## src/rtl/diag_pkg.sv

```systemverilog
// diag_pkg: shared width, fold constant, fail codes and FSM states for the diagonal checker
package diag_pkg;
    localparam int W = 4;
    localparam logic [W-1:0] KMAX = {W{1'b1}};
    localparam logic [1:0] FC_NONE = 2'b00;
    localparam logic [1:0] FC_PROP = 2'b01;
    localparam logic [1:0] FC_STEP = 2'b10;
    localparam logic [1:0] FC_BOTH = 2'b11;
    typedef enum logic [1:0] {IDLE, TRACK, FAIL} state_t;
endpackage

```

## src/rtl/diag_succ.sv

```systemverilog
// diag_succ: combinational successor function of the diagonal walker
module diag_succ
    import diag_pkg::*;
(
    input  logic [W-1:0] px,
    input  logic [W-1:0] py,
    input  logic         pf,
    output logic [W-1:0] nx,
    output logic [W-1:0] ny
);
    logic fold;
    always_comb begin
        fold = pf && px > py;
        nx = fold ? (KMAX >> 1) + (px >> 1) :
             px < py ? px :
             (px == py || px != KMAX) ? px + 1'b1 : py;
        ny = fold ? py : (px <= py || px != KMAX) ? py + 1'b1 : px;
    end
endmodule

```

## config.mk

```make
export PLATFORM = sky130hd
export DESIGN_NAME = diag_succ
export DESIGN_NICKNAME = d
export VERILOG_FILES = /design/src/rtl/diag_pkg.sv /design/src/rtl/diag_succ.sv
export SDC_FILE = /design/constraint.sdc
export NUM_CORES = 1
export LEC_CHECK = 0
export ABC_CLOCK_PERIOD_IN_PS = 3000
export CORE_AREA = 2 2 39 41
export DETAILED_ROUTE_END_ITERATION = 12
export DIE_AREA = 0 0 41 43
export PLACE_DENSITY_LB_ADDON = 0.08
export SYNTH_ARGS = -nofsm -noshare
export SYNTH_HDL_FRONTEND = slang
export SYNTH_SLANG_ARGS = --single-unit
```

## constraint.sdc

```tcl
create_clock -name vclk -period 3
set_clock_uncertainty 0.15 [all_clocks]
set_input_delay 0.6 -clock vclk [all_inputs]
set_output_delay 0.6 -clock vclk [all_outputs]
set_load 0.02 [all_outputs]
```

==> results by group <==
STA
  – Number of endpoints failing setup at the final stage: 0
  – Worst Hold Slack: 1.50 ns
  – Number of max-slew violations in the final report: 0
  – Setup TNS after final layout: 0 ns
  – Count of final hold-check violations: 0
  – Setup WS post-layout: 0.0931 ns
  – Period Utilization, post-route: 96.9%
  – Achievable frequency: 344 MHz
  – Final period demand of the worst path: 2.91 ns
  – Slew at the pin with the worst max-slew slack: 0.297 ns
  – Slew Limit Headroom: 80.2%

Global routing
  – Initial antenna violation count: 0
  – First-pass GRT wire length: 3240 um
  – Via count of the first global-routing pass: 760
  – Maximum number of pins on one net before global-route repair: 13
  – Total global routing track utilization: 26.4%
  – Final global-route overflow total: 0

Routing
  – Overall via count from detail_route: 739
  – Post-route DRC violation count: 0
  – Iteration count of the initial detailed-routing pass: 4
  – Vias/cell: 5.51
  – Detail-routed net length per standard cell: 15.0 um
  – Highest Signal Layer: met4
  – Remaining antenna violation count after routing: 0
  – M1 wire length: 803 um
  – Met3 wire len: 76 um
  – Violation count after the first detailed-route iteration: 16
  – Met2 wire len: 1070 um
  – Routed Wire Length: 2010 um

Die
  – Row cnt: 14
  – Chip Height: 43 um
  – Die X-Extent: 41 um
  – Initial Utilization: 37.2%
  – IO Pins: 17
  – Area of the die: 0.00176 mm^2
  – Core area: 0.00138 mm^2

Placed design
  – Port bufs: 17
  – Area of placed instances: 828 um^2
  – Detailed Place HPWL: 1360 um
  – GPL Wtd Cong: 0.814
  – Placement-stage worst setup slack: -0.837 ns

Logic synthesis
  – Top post-synthesis cells by area: sky130_fd_sc_hd__ha_1 19%, sky130_fd_sc_hd__nand2_1 7.3%, sky130_fd_sc_hd__inv_1 6.6%, sky130_fd_sc_hd__a2111oi_4 5.4%, sky130_fd_sc_hd__o211ai_1 4.4%
  – Yosys warnings: 0
  – Post-synthesis area per instance: 6.86 um^2
  – Number of instances in the synthesized netlist: 75
  – Mapped Area: 514 um^2
  – Share of the synthesized area in the top cell type: 19.5%
  – Cell variety after synth: 34
  – Post-synth net total: 92
  – Sequential cell area fraction in the yosys report: 0%
  – Largest area contributor in the synthesized netlist: sky130_fd_sc_hd__ha_1

Cells and area
  – Antenna cell count: 0
  – Most frequent cells in the layout: 29 x sky130_fd_sc_hd__buf_4, 8 x sky130_fd_sc_hd__nand2_1, 5 x sky130_fd_sc_hd__inv_1, 5 x sky130_fd_sc_hd__buf_6
  – Fraction of final layout cells sized beyond drive strength 1: 55.1%
  – Nets@finish: 137
  – Total area of multi-input combinational cells: 551 um^2
  – Area of all sequential standard cells: 0 um^2
  – Most common library cell in the layout ignoring fill and taps: sky130_fd_sc_hd__buf_4
  – Post-layout instance area: 976 um^2
  – Number of fill cells in the layout: 114
  – Seq Cell Count: 0
  – Clk_buf instances: 0
  – Synthesis-to-finish area growth: 89.8%

Setup path
  – Worst Path Required: 2.25 ns
  – Largest driver fanout on the critical path: 6
  – Worst Path Class, Setup: input port to output pin
  – Type of element launching the critical path: input port
  – Endpoint kind of the worst setup timing path: output pin
  – Endpoint arrival time on the critical path: 2.16 ns

Hold path
  – Hold WC Path Type: input port to output pin
  – Hold path depth: 4

Power
  – Power per unit of standard cell area: 208 mW/mm^2
  – Leakage power: 0.473 nW
  – Worst supply voltage drop on vdd: 0.133 mV

Outcome
  – Status: finished, final reports clean

Flow run
  – Max Cap Violations: 0
==> repair_timing <==
item,in CTS,in global routing
hold buffers,0,0
cloned,0,0
gates resized for setup,70,15
buffers inserted,9,1
setup endpoints to repair,8,7
pin swaps,8,6
==> layout make-up <==
| type | count | area share (%) |
|---|---|---|
| inverter | 9 | 3.46 |
| timing repair buffer | 47 | 38.1 |
| multi-input combinational | 62 | 56.4 |
| tap | 16 | 2.05 |
==> cells in the mapped netlist, types with 2 or more instances <==
cell type	n
sky130_fd_sc_hd__o21ai_0	2
sky130_fd_sc_hd__o211ai_1	3
sky130_fd_sc_hd__clkbuf_1	2
sky130_fd_sc_hd__ha_1	8
sky130_fd_sc_hd__or3_1	2
sky130_fd_sc_hd__nand3_1	4
sky130_fd_sc_hd__nor2_1	4
sky130_fd_sc_hd__a31oi_1	3
sky130_fd_sc_hd__nand2_1	10
sky130_fd_sc_hd__inv_1	9
sky130_fd_sc_hd__and3_1	2
sky130_fd_sc_hd__a21oi_1	4
==> kinds of logic (layout without fill, tap and decap cells) <==
group	Yosys count	in the layout	share of synthesized area, %
buffers and inverters	13	56	11.7
AOI/OAI and AO/OA	23	23	36.0
xor gates and xnor gates	1	1	1.70
adders and majority gates	8	8	19.5
and+or+nand+nor	30	30	31.1
==> worst paths after layout <==
kind / end / slack, ns / startpoint
min: nx[0] / 1.50 / px[0]
max: nx[3] / 0.09 / py[3]
==> critical path, cell delays in order <==
cell	delay, ns
sky130_fd_sc_hd__dlygate4sd2_1	0.24
sky130_fd_sc_hd__inv_2	0.06
sky130_fd_sc_hd__ha_4	0.27
sky130_fd_sc_hd__o21a_1	0.18
sky130_fd_sc_hd__nor2_4	0.08
sky130_fd_sc_hd__nor2_4	0.17
sky130_fd_sc_hd__buf_6	0.14
sky130_fd_sc_hd__nand2_1	0.05
sky130_fd_sc_hd__a32o_2	0.23
sky130_fd_sc_hd__buf_6	0.13
==> power breakdown <==
part           total, mW  internal [mW]  switching (mW)
Combinational      0.203          0.101           0.102
Clock                  0              0               0
Sequential             0              0               0
==> per-layer routing <==
metal / GRT usage (%) / vias up
met5: 0 / -
met3: 2.09 / 6
li1: - / 367
met1: 30.7 / 347
met2: 47.5 / 19
met4: 7.33 / 0
==> metrics by stage <==
stage                     instances  power, mW  util (%)
after detailed placement        124      0.168      59.9
after CTS                       133      0.197      70.4
final                           134      0.203      70.5
after global placement          124      0.165      59.9
after global routing            134      0.218      70.5
after floorplan                  75     0.0898         -
Power figures use the tool's default switching activity.
